## src/rtl/demux12_4_buf_pkg.sv

```systemverilog
// ----------------------------------------------------------------------------
// demux12_4_buf_pkg : shared defaults and slot state encoding for demux12_4_buf
// Revision: 1.0
// ----------------------------------------------------------------------------
`default_nettype none

package demux12_4_buf_pkg;

  localparam int W_DEF  = 4;
  localparam int CW_DEF = 8;

  typedef enum logic {
    SLOT_EMPTY = 1'b0,
    SLOT_FULL  = 1'b1
  } slot_state_t;

endpackage

`default_nettype wire

```

## src/rtl/demux12_4_buf_if.sv

```systemverilog
// ----------------------------------------------------------------------------
// demux12_4_buf_if : input stream, two output streams and transfer counters
// Revision: 1.0
// ----------------------------------------------------------------------------
`default_nettype none

interface demux12_4_buf_if #(
  parameter int W  = 4,
  parameter int CW = 8
);

  logic          i_s;
  logic [W-1:0]  i_w;
  logic          i_valid;
  logic          o_ready;
  logic [W-1:0]  o_f0;
  logic          o_v0;
  logic          i_rdy0;
  logic [W-1:0]  o_f1;
  logic          o_v1;
  logic          i_rdy1;
  logic [CW-1:0] o_cnt0;
  logic [CW-1:0] o_cnt1;

  modport slave (
    input  i_s, i_w, i_valid, i_rdy0, i_rdy1,
    output o_ready, o_f0, o_v0, o_f1, o_v1, o_cnt0, o_cnt1
  );

  modport master (
    output i_s, i_w, i_valid, i_rdy0, i_rdy1,
    input  o_ready, o_f0, o_v0, o_f1, o_v1, o_cnt0, o_cnt1
  );

endinterface

`default_nettype wire

```

## src/rtl/demux_slot.sv

```systemverilog
// ----------------------------------------------------------------------------
// demux_slot : one-entry holding slot with saturating transfer counter
// Revision: 1.0
// ----------------------------------------------------------------------------
`default_nettype none

module demux_slot
  import demux12_4_buf_pkg::*;
#(
  parameter int W  = W_DEF,
  parameter int CW = CW_DEF
) (
  input  wire logic          i_clk,
  input  wire logic          i_rst,
  input  wire logic          i_load,
  input  wire logic [W-1:0]  i_d,
  input  wire logic          i_rdy,
  output logic               o_v,
  output logic [W-1:0]       o_f,
  output logic [CW-1:0]      o_cnt
);

  localparam logic [CW-1:0] C_CNT_MAX = {CW{1'b1}};

  slot_state_t   r_state;
  logic [W-1:0]  r_f;
  logic [CW-1:0] r_cnt;
  logic          w_xfer;

  assign w_xfer = (r_state == SLOT_FULL) && i_rdy;

  always_ff @(posedge i_clk or posedge i_rst) begin
    if (i_rst) begin
      r_state <= SLOT_EMPTY;
      r_f     <= '0;
      r_cnt   <= '0;
    end else begin
      if (w_xfer && (r_cnt != C_CNT_MAX)) begin
        r_cnt <= r_cnt + 1'b1;
      end
      case (r_state)
        SLOT_EMPTY: begin
          if (i_load) begin
            r_state <= SLOT_FULL;
            r_f     <= i_d;
          end
        end
        SLOT_FULL: begin
          // A load arriving with a drain replaces the word without a bubble
          if (i_load) begin
            r_f <= i_d;
          end else if (i_rdy) begin
            r_state <= SLOT_EMPTY;
          end
        end
        default: r_state <= SLOT_EMPTY;
      endcase
    end
  end

  assign o_v   = (r_state == SLOT_FULL);
  assign o_f   = r_f;
  assign o_cnt = r_cnt;

endmodule

`default_nettype wire

```

## src/rtl/demux12_4_buf.sv

```systemverilog
// ----------------------------------------------------------------------------
// demux12_4_buf : 1-to-2 stream demultiplexer with a holding slot per output
// Revision: 1.0
// ----------------------------------------------------------------------------
`default_nettype none

module demux12_4_buf
  import demux12_4_buf_pkg::*;
#(
  parameter int W  = W_DEF,
  parameter int CW = CW_DEF
) (
  input  wire logic        i_clk,
  input  wire logic        i_rst,
  demux12_4_buf_if.slave   bus
);

  logic w_ready;
  logic w_accept;
  logic w_load0;
  logic w_load1;

  // Ready follows whichever slot i_s currently points at, ignoring i_valid
  assign w_ready  = bus.i_s ? (~bus.o_v1 | bus.i_rdy1) : (~bus.o_v0 | bus.i_rdy0);
  assign w_accept = bus.i_valid & w_ready;
  assign w_load0  = w_accept & ~bus.i_s;
  assign w_load1  = w_accept &  bus.i_s;

  assign bus.o_ready = w_ready;

  demux_slot #(.W(W), .CW(CW)) u_slot0 (
    .i_clk  (i_clk),
    .i_rst  (i_rst),
    .i_load (w_load0),
    .i_d    (bus.i_w),
    .i_rdy  (bus.i_rdy0),
    .o_v    (bus.o_v0),
    .o_f    (bus.o_f0),
    .o_cnt  (bus.o_cnt0)
  );

  demux_slot #(.W(W), .CW(CW)) u_slot1 (
    .i_clk  (i_clk),
    .i_rst  (i_rst),
    .i_load (w_load1),
    .i_d    (bus.i_w),
    .i_rdy  (bus.i_rdy1),
    .o_v    (bus.o_v1),
    .o_f    (bus.o_f1),
    .o_cnt  (bus.o_cnt1)
  );

endmodule

`default_nettype wire

```

## src/flat_wrapper.sv

```systemverilog
// flat-port wrapper written by rule: the top's interface ports become plain ports
module demux12_4_buf_flat import demux12_4_buf_pkg::*;
#(
  parameter int W  = W_DEF,
  parameter int CW = CW_DEF
)
  (i_clk, i_rst, bus_i_s, bus_i_w, bus_i_valid, bus_i_rdy0, bus_i_rdy1, bus_o_ready, bus_o_f0, bus_o_v0, bus_o_f1, bus_o_v1, bus_o_cnt0, bus_o_cnt1);
  demux12_4_buf_if #(.W(W), .CW(CW)) bus_i ();
  input  wire logic i_clk;
  input  wire logic i_rst;
  input wire logic [$bits(bus_i.i_s)-1:0] bus_i_s;
  input wire logic [$bits(bus_i.i_w)-1:0] bus_i_w;
  input wire logic [$bits(bus_i.i_valid)-1:0] bus_i_valid;
  input wire logic [$bits(bus_i.i_rdy0)-1:0] bus_i_rdy0;
  input wire logic [$bits(bus_i.i_rdy1)-1:0] bus_i_rdy1;
  output wire logic [$bits(bus_i.o_ready)-1:0] bus_o_ready;
  output wire logic [$bits(bus_i.o_f0)-1:0] bus_o_f0;
  output wire logic [$bits(bus_i.o_v0)-1:0] bus_o_v0;
  output wire logic [$bits(bus_i.o_f1)-1:0] bus_o_f1;
  output wire logic [$bits(bus_i.o_v1)-1:0] bus_o_v1;
  output wire logic [$bits(bus_i.o_cnt0)-1:0] bus_o_cnt0;
  output wire logic [$bits(bus_i.o_cnt1)-1:0] bus_o_cnt1;
  assign bus_i.i_s = bus_i_s;
  assign bus_i.i_w = bus_i_w;
  assign bus_i.i_valid = bus_i_valid;
  assign bus_i.i_rdy0 = bus_i_rdy0;
  assign bus_i.i_rdy1 = bus_i_rdy1;
  assign bus_o_ready = bus_i.o_ready;
  assign bus_o_f0 = bus_i.o_f0;
  assign bus_o_v0 = bus_i.o_v0;
  assign bus_o_f1 = bus_i.o_f1;
  assign bus_o_v1 = bus_i.o_v1;
  assign bus_o_cnt0 = bus_i.o_cnt0;
  assign bus_o_cnt1 = bus_i.o_cnt1;
  demux12_4_buf #(.W(W), .CW(CW)) u_core (.i_clk(i_clk), .i_rst(i_rst), .bus(bus_i));
endmodule
```

## config.mk

```make
export PLATFORM = sky130hd
export DESIGN_NAME = demux12_4_buf_flat
export DESIGN_NICKNAME = d
export VERILOG_FILES = /design/src/rtl/demux12_4_buf_pkg.sv /design/src/rtl/demux12_4_buf_if.sv /design/src/rtl/demux_slot.sv /design/src/rtl/demux12_4_buf.sv /design/src/flat_wrapper.sv
export SDC_FILE = /design/constraint.sdc
export NUM_CORES = 1
export LEC_CHECK = 0
export CORE_UTILIZATION = 45
export DETAILED_ROUTE_END_ITERATION = 10
export PLACE_DENSITY = 0.78
export SYNTH_ARGS = -nofsm -noshare
export SYNTH_HDL_FRONTEND = slang
export SYNTH_SLANG_ARGS = --single-unit
export TNS_END_PERCENT = 1
```

## constraint.sdc

```tcl
create_clock -name i_clk -period 1.49 [get_ports i_clk]
set_input_delay 0.447 -clock i_clk [delete_from_list [all_inputs] [get_ports i_clk]]
set_output_delay 0.447 -clock i_clk [all_outputs]
set_load 0.05 [all_outputs]
```

==> results of run 1 <==
[synth_stat cells, drive strengths merged (2+ instances only)]
cell,count
a21oi,2
and4,2
dfrtp,26
ha,2
nand3,11
nand2b,2
nor2,5
nand4,6
nand2,11
a31oi,2
mux2,12
xnor2,10
[worst min path at each step]
stage,to,startpoint
floorplan,u_core.u_slot0.o_cnt[7]$_DFFE_PP0P_,i_rst
global placement,u_core.u_slot1.o_v$_DFF_PP0_,u_core.u_slot1.o_v$_DFF_PP0_
detailed placement,u_core.u_slot1.o_v$_DFF_PP0_,u_core.u_slot1.o_v$_DFF_PP0_
CTS,u_core.u_slot1.o_f[2]$_DFFE_PP0P_,i_rst
global route,u_core.u_slot1.o_cnt[1]$_DFFE_PP0P_,i_rst
finish,u_core.u_slot1.o_cnt[6]$_DFFE_PP0P_,i_rst
[layer usage]
metal  track usage, %  up-vias
li1                 -      456
met1            26.42      485
met2            41.77       29
met3            6.897        9
met4            11.40        0
met5                0        -
[registers in the layout (all words and copies together) (netlist names)]
signal and flops:
u_core.u_slot0.o_v 1, u_core.u_slot1.o_cnt 8, u_core.u_slot0.o_f 4, u_core.u_slot0.o_cnt 8
u_core.u_slot1.o_f 4, u_core.u_slot1.o_v 1
[power breakdown]
part,switching [mW],internal [mW],leakage [nW]
Clock,0.211,0.150,0.0210
Sequential,0.287,0.916,0.300
Combinational,1.05,1.06,0.554
Total,1.55,2.13,0.875
[through the flow]
stage	setup TNS, ns	setup WS [ns]	total power [mW]	hold WS (ns)	util, %
finish	-0.2492	-0.1939	3.672	0.4814	84.49
global route	-0.4793	-0.2322	3.829	0.4727	84.49
CTS	-0.2824	-0.2020	3.651	0.4594	83.84
detailed placement	-5.808	-0.4771	3.241	0.5228	80.51
global placement	-4.961	-0.4684	3.190	0.5075	80.51
floorplan	-0.02208	-0.01107	2.117	0.4860	-
[critical path: cells and delay by family, from the launching register on]
| family | cells | cell delay [ns] |
|---|---|---|
| DFF | 1 | 0.41 |
| and+or+nand+nor | 1 | 0.07 |
| buffers and inverters | 1 | 0.15 |
| muxes | 1 | 0.29 |
[kinds of logic (layout without fill, tap and decap cells)]
family,count (synthesis),count (layout),synth area share [%]
AND/OR/NAND/NOR,39,39,20.83
flip-flops,26,26,55.26
multiplexers,12,12,11.48
XOR/XNOR,10,10,7.439
AO/OA/AOI/OAI,5,5,2.551
adder cells (fa/ha/maj),2,2,2.125
buffers and inverters,1,57,0.3185
[layout make-up]
type | count | area [sq um]
multi-input cells | 68 | 561.8
repair buffers | 52 | 780.7
fillers | 125 | 384.1
clock buffers | 4 | 36.28
inverters | 1 | 3.754
well taps | 30 | 37.54
flip-flops and latches | 26 | 673.1
[what timing repair did]
item,CTS,global route
setup endpoints to repair,10,16
gates cloned,0,0
pin swaps,0,0
setup buffers,1,1
gates resized for setup,15,4
==> metrics, run 1 <==
CP Class reg -> out; vias in the first global route just over 1,000; Post-Layout Cell Count about 180; worst setup path start u_core.u_slot0.o_v$_DFF_PP0_; dpl cell area around 0.0020 sq mm; CP Capture Type output port; routed length on met1 between 1 and 1.5 mm; CP max stage cell dfrtp_2; number of synthesis warnings 0; Remaining Overflow, GRT 0; PwrDens 1754 mW/mm^2; clk_skew 0.004042 ns; required time worst endpoint between 1 and 1.5 ns; Sink Count 26; GPL Wtd Cong approximately 0.81; Antenna Nets Post-Route 0; RR Startpoint u_core.u_slot1.o_cnt[0]$_DFFE_PP0P_; register bit count reported by yosys 26; final setup vio count 3; Leakage just under 0.9 nW; core area around 0.0025 sq mm; register area share after synthesis between 50% and 60%; wire per inst around 17 microns; Pins Over Slew Limit 0; RSZ-0062 raised after global routing true; crit path max fanout 3; first-pass GRT wire length 4.671 mm; Hold Crit Class in -> async; top-area cell type share of the netlist area a little under three fifths; Tmin final 1.684 ns; Via density between 5 and 6; die area roughly 0.0028 sq mm; final hold viol count 0; Starting DRT DRC Count 17; Arr. time, crit path ~1.2 ns; fin crit share 113.0%; Worst-path clk slew between 0.1 and 0.15 ns; EDFF count, synth 0; Startpoint Class register; Post-CTS Hold Buffers 0; Vias 979; synth unique cells 20; critical-path cell list nand2b_4, mux2_4, buf_12; worst-skew pair later-pin latency ~0.33 ns; number of diodes 0; Rows 18; PortBufs 36; Yosys top cell by area dfrtp_1; uppermost layer routed met4; Chip Width roughly 53 microns; failing checks setup timing; Syn Inst Count 95; final worst slack -0.1939 ns; total of max-cap violations 0; number of instances in the placed design 175; largest net degree at the start of global routing 27; r2r endpoint u_core.u_slot1.o_cnt[0]$_DFFE_PP0P_; CTS root buffer clkbuf_4; First-pass DRT Iterations 4; CTS Buf Count 3; CTS tree built; number of H-tree levels 1; Nets approximately 160; syn avg cell area 12.39 sq um; WL met2 between 1.5 and 2 mm; Peak Freq slightly below 600 MHz; Max-Slew Margin vs Limit between 70% and 80%; most frequent cells in the layout buf_12 (28), dfrtp_2 (18), nand2_1 (11); Die Span Y ~53 microns; Async S/R FF share, synth 100.0%; worst setup path end bus_o_ready; # DRC 0; P&R area growth vs syn 77.79%; most common cell after layout, fill and taps aside buf_12; final wirelength 2.992 mm; Top-Level Pins 37; Post-Syn Area 0.001177 sq mm; Starting Density between 40% and 50%; top cells by area, synth dfrtp_1 (55%), mux2_2 (11%), xnor2_1 (7.4%); Synth Flop Type dfrtp_1; worst-margin pin slew 0.3071 ns; FF-to-FF setup slack ~0.070 ns; Tot GR Track Use 23.95%; layout cell share with drive strength beyond 1 just under 60%; Final Instance Area around 0.0021 sq mm; Reg2Reg Depth 5; WL met3 about 150 microns; outcome complete, but fails checks; syn nets approximately 110; max incr delay on CP roughly 0.41 ns; initial antenna violation count 0; Max clock buf depth 2; DP HPWL 2.154 mm; Max VDD drop between 1.5 and 2 mV
Note: power is estimated with default switching activity, not from simulation.
==> inputs of run 2 (changes only) <==
--- a/config.mk
+++ b/config.mk
@@ -5,9 +5,12 @@
 export SDC_FILE = /design/constraint.sdc
 export NUM_CORES = 1
 export LEC_CHECK = 0
-export CORE_UTILIZATION = 45
+export CAP_MARGIN = 10
+export CELL_PAD_IN_SITES_DETAIL_PLACEMENT = 1
+export CELL_PAD_IN_SITES_GLOBAL_PLACEMENT = 2
+export CORE_UTILIZATION = 29
 export DETAILED_ROUTE_END_ITERATION = 10
-export PLACE_DENSITY = 0.78
+export PLACE_DENSITY_LB_ADDON = 0.1
 export SYNTH_ARGS = -nofsm -noshare
 export SYNTH_HDL_FRONTEND = slang
 export SYNTH_SLANG_ARGS = --single-unit
==> run 2 against run 1 <==
Compared with the run above: the run still ends with setup timing left; final area grew 1.3%; register-to-register slack gained 0.05 ns; global-route usage shrank 7.6 points; worst hold slack gained 0.0086 ns; die area grew 53%; total power grew 4.5%; maximum frequency grew 4.5%.
==> metrics, run 2 (synthesis gave the netlist of run 1 again) <==
outcome complete, but fails checks; failing checks setup timing; Max-Slew Margin vs Limit 80.07%; Nets about 170; Chip Width around 66 microns; CP Capture Type output port; clk_skew between 0.004 and 0.005 ns; Tmin final around 1.6 ns; final setup vio count 1; layout cell share with drive strength beyond 1 57.89%; largest net degree at the start of global routing 27; gr busiest metal met2; First-pass DRT Iterations 2; Antenna Nets Post-Route 0; required time worst endpoint ~1.0 ns; worst-skew pair later-pin latency 0.28 ns; vias in the first global route approximately 1,100; P&R area growth vs syn 80.13%; Fillers approximately 380; met3 Track Usage GR under 10%; Top-Level Pins 37; PortBufs 36; wire per inst 15.01 microns; Rows 22; worst-margin pin slew 0.2989 ns; CTS root buffer clkbuf_8; Post-CTS Hold Buffers 0; Pins Over Slew Limit 0; number of H-tree levels 1; CP Class reg -> out; CTS tree built; Worst-path clk slew approximately 0.10 ns; initial antenna violation count 0; Starting Density a little under a third; GPL Wtd Cong about 0.76; crit path max fanout 2; Die Span Y approximately 66 microns; final wirelength 3.002 mm; most frequent cells in the layout buf_12 (28), buf_4 (16), dfrtp_2 (15), nand2_1 (11), dfrtp_1 (11); Hold Crit Class in -> async; Leakage a little under 0.9 nW; dpl cell area between 0.002 and 0.0025 sq mm; RSZ-0062 raised after global routing true; Arr. time, crit path ~1.2 ns; CTS Buf Count 3; die area about 0.0043 sq mm; Starting DRT DRC Count 31; met2 GRT Util between 20% and 30%; Max VDD drop approximately 0.81 mV; Remaining Overflow, GRT 0; fin crit share 108.1%; DP HPWL approximately 2.3 mm; first-pass GRT wire length between 5 and 6 mm; Max clock buf depth 2; Startpoint Class register; number of diodes 0; Peak Freq 620.9 MHz; Via density roughly 4.7; most common cell after layout, fill and taps aside buf_12; PwrDens roughly 1800 mW/mm^2; Sequential Area 669.4 sq um; final worst slack -0.1206 ns; Tot GR Track Use 16.36%; area of the multi-input gates between 500 and 600 sq um; final hold viol count 0; Vias 941; met1 Use GR between 10% and 20%; Sink Count 26; Final Instance Area roughly 0.0021 sq mm; total of max-cap violations 0; TNS Setup -0.1206 ns; core area between 0.003 and 0.004 sq mm; # DRC 0; Final Core Density a little under three fifths
==> run 2: area by class of cell <==
type                       instances  area share [%]
timing repair buffer              53           35.87
sequential                        26           31.56
multi-input combinational         68           26.19
tap                               48           2.832
clock buffer                       3           1.947
clock inverter                     1           1.416
inverter                           1          0.1770
==> run 2: worst paths after layout <==
| path | slack, ns | end | start | cells after the start |
|---|---|---|---|---|
| max in group asynchronous | 0.83 | u_core.u_slot0.o_v$_DFF_PP0_ | i_rst | 3 |
| worst max-delay path | -0.12 | bus_o_ready | u_core.u_slot0.o_v$_DFF_PP0_ | 3 |
| min in group i_clk | 0.53 | u_core.u_slot1.o_v$_DFF_PP0_ | bus_i_rdy1 | 4 |
| worst min register to register | 0.56 | u_core.u_slot0.o_cnt[5]$_DFFE_PP0P_ | u_core.u_slot0.o_cnt[5]$_DFFE_PP0P_ | 1 |
| worst min-delay path | 0.49 | u_core.u_slot1.o_cnt[5]$_DFFE_PP0P_ | i_rst | 3 |
| worst max register to register | 0.12 | u_core.u_slot0.o_cnt[6]$_DFFE_PP0P_ | u_core.u_slot0.o_cnt[0]$_DFFE_PP0P_ | 5 |
==> run 2: metrics by stage <==
step                hold slack, ns  total power, mW  worst slack, ns  instances
finish                      0.4900            3.836          -0.1206        200
global route                0.5227            4.025          -0.1561        200
CTS                         0.4986            3.885          -0.1277        200
detailed placement          0.5203            3.262          -0.4535        195
global placement            0.5191            3.224          -0.4505        195
floorplan                   0.4860            2.117         -0.01107         95
==> run 2: power breakdown <==
part	internal (mW)	switching, mW
registers	0.913	0.269
clock network	0.360	0.241
logic	1.03	1.03
==> run 2: repair_timing <==
item / in CTS / in global routing
buffers inserted: 1 / 0
resized for setup: 16 / 0
setup endpoints to repair: 10 / 2
==> run 2: worst max-delay path, cell delays in order, from the launching register on <==
cell	delay, ns
dfrtp_2	0.39
nand2b_4	0.06
mux2_4	0.29
buf_12	0.15
==> run 2: routing by layer <==
| layer | wire length, microns | share of wire, % |
|---|---|---|
| met5 | 0 | 0 |
| met4 | 36 | 1.2 |
| met3 | 91 | 3.0 |
| met2 | 1564 | 52 |
| met1 | 1309 | 44 |
==> inputs of run 3 (changes only) <==
--- a/config.mk
+++ b/config.mk
@@ -8,8 +8,9 @@
 export CAP_MARGIN = 10
 export CELL_PAD_IN_SITES_DETAIL_PLACEMENT = 1
 export CELL_PAD_IN_SITES_GLOBAL_PLACEMENT = 2
-export CORE_UTILIZATION = 29
+export CORE_UTILIZATION = 38
 export DETAILED_ROUTE_END_ITERATION = 10
+export DONT_BUFFER_PORTS = 1
 export PLACE_DENSITY_LB_ADDON = 0.1
 export SYNTH_ARGS = -nofsm -noshare
 export SYNTH_HDL_FRONTEND = slang
==> run 3 against run 2 <==
Compared with the run above: the run ends with DRC, setup timing left; register-to-register slack gained 0.03 ns; clock power shrank 49%; first-iteration DRC count is 39% lower; wire length is 21% lower; non-clock buffer count decreased by 31; worst hold slack lost 0.44 ns; critical path type unchanged; critical endpoint unchanged; largest power group unchanged.
==> metrics, run 3 (synthesis gave the netlist of run 1 again) <==
outcome complete, but fails checks; failing checks DRC, setup timing; critical-path cell list nand2b_4, mux2_4; RSZ-0062 raised after global routing true; Startpoint Class register; Final Power ~2.8 mW; Max VDD drop between 0.8 and 0.9 mV; wire per inst approximately 16 microns; crit path max fanout 2; Starting DRT DRC Count 19; Rows 19; Max-Slew Margin vs Limit between 60% and 70%; Worst-path clk slew around 0.13 ns; CP top delay family flip-flops; final hold viol count 0; worst-skew pair later-pin latency 0.32 ns; Vias between 800 and 900; vias in the first global route slightly below 900; largest net degree at the start of global routing 27; Final Instance Area 0.001484 sq mm; layout cell share with drive strength beyond 1 between 50 and 60%; P&R area growth vs syn 26.04%; first-pass GRT wire length 3.960 mm; Arr. time, crit path roughly 1.1 ns; core area around 0.0029 sq mm; die area 0.003325 sq mm; # DRC 2; worst-margin pin slew around 0.48 ns; Top-Level Pins 37; PwrDens between 1500 and 2000 mW/mm^2; Hold Crit Class in -> async; Remaining Overflow, GRT 0; max incr delay on CP between 0.4 and 0.5 ns; Tmin final approximately 1.6 ns; initial antenna violation count 0; Pins Over Slew Limit 0; number of diodes 0; CTS Buf Count 3; Max clock buf depth 2; CTS tree built; CTS root buffer clkbuf_4; Peak Freq 629.6 MHz; First-pass DRT Iterations 7; required time worst endpoint ~1.0 ns; Antenna Nets Post-Route 0; Chip Width ~58 microns; DP HPWL between 1.5 and 2 mm; CP Capture Type output port; GPL Wtd Cong approximately 0.8; FF-to-FF setup slack 0.15 ns; final worst slack -0.09827 ns; CP Class reg -> out; Nets between 100 and 150; fin crit share 106.6%; total of max-cap violations 0; number of H-tree levels 1; Via density between 5 and 6; Leakage approximately 0.62 nW; CP max stage cell dfrtp_2; most common cell after layout, fill and taps aside dfrtp_2; PortBufs 0; TNS Setup -0.1158 ns; final wirelength ~2.4 mm; Buf/Inv on CP 0; dpl cell area around 0.0014 sq mm; most frequent cells in the layout dfrtp_2 (18), buf_4 (16), nand2_1 (11), mux2_2 (10), xnor2_1 (10); Starting Density about two fifths; Setup WS pre-CTS 0.02833 ns; Die Span Y 57.66 microns; clk_skew about 0.0033 ns; Tot GR Track Use between 10% and 20%; Sink Count 26; final setup vio count 2; Final Core Density a little over half
==> run 3: changes by cell type in the layout (fill, tap and decap cells not counted), moves of 2 or more <==
cell / previous run / this run
buf_8: 0 / 2
clkbuf_8: 3 / 0
dfrtp_1: 11 / 8
clkdlybuf4s50_1: 5 / 0
buf_6: 0 / 4
buf_2: 2 / 0
dfrtp_2: 15 / 18
clkbuf_4: 0 / 3
buf_12: 28 / 0
==> run 3: path summary, 6_finish.rpt <==
kind | from | end | cells past startpoint
min in group i_clk | bus_i_s | u_core.u_slot1.o_v$_DFF_PP0_ | 2
setup reg to reg | u_core.u_slot0.o_cnt[0]$_DFFE_PP0P_ | u_core.u_slot0.o_cnt[5]$_DFFE_PP0P_ | 5
setup / recovery | u_core.u_slot0.o_v$_DFF_PP0_ | bus_o_ready | 2
hold reg to reg | u_core.u_slot0.o_cnt[7]$_DFFE_PP0P_ | u_core.u_slot0.o_cnt[7]$_DFFE_PP0P_ | 1
hold / removal | i_rst | u_core.u_slot0.o_cnt[7]$_DFFE_PP0P_ | 2
max in group asynchronous | i_rst | u_core.u_slot1.o_cnt[1]$_DFFE_PP0P_ | 2
==> run 3: final cells by class <==
| class | count | area [sq um] |
|---|---|---|
| well taps | 31 | 38.79 |
| fillers | 313 | 1369 |
| clock buffers | 4 | 26.28 |
| inverters | 1 | 3.754 |
| flip-flops and latches | 26 | 673.1 |
| repair buffers | 22 | 195.2 |
| multi-input cells | 68 | 546.8 |
==> run 3: layer usage <==
metal | GRT usage (%) | wire [microns]
met1 | 19.35 | 995
met3 | 4.464 | 154
met5 | 0 | 0
met4 | 6.122 | 40
met2 | 27.57 | 1182
==> run 3: stage by stage <==
stage                     hold WS, ns  std cells
after floorplan                0.4860         95
after global placement         0.4133        145
after detailed placement       0.4187        145
after CTS                     0.04201        152
after global routing          0.05928        152
final                         0.05177        152
==> run 3: power breakdown <==
group          switching [mW]  internal, mW
clock                   0.200         0.105
combinational           0.837         0.429
sequential              0.314         0.912
total                    1.35          1.45
==> run 3: timing repair <==
| item | CTS | global route |
|---|---|---|
| cloned | 0 | 0 |
| gates resized for setup | 9 | 4 |
| setup buffers | 3 | 0 |
| endpoints found under the setup margin | 4 | 7 |
| hold buffers | 0 | 0 |
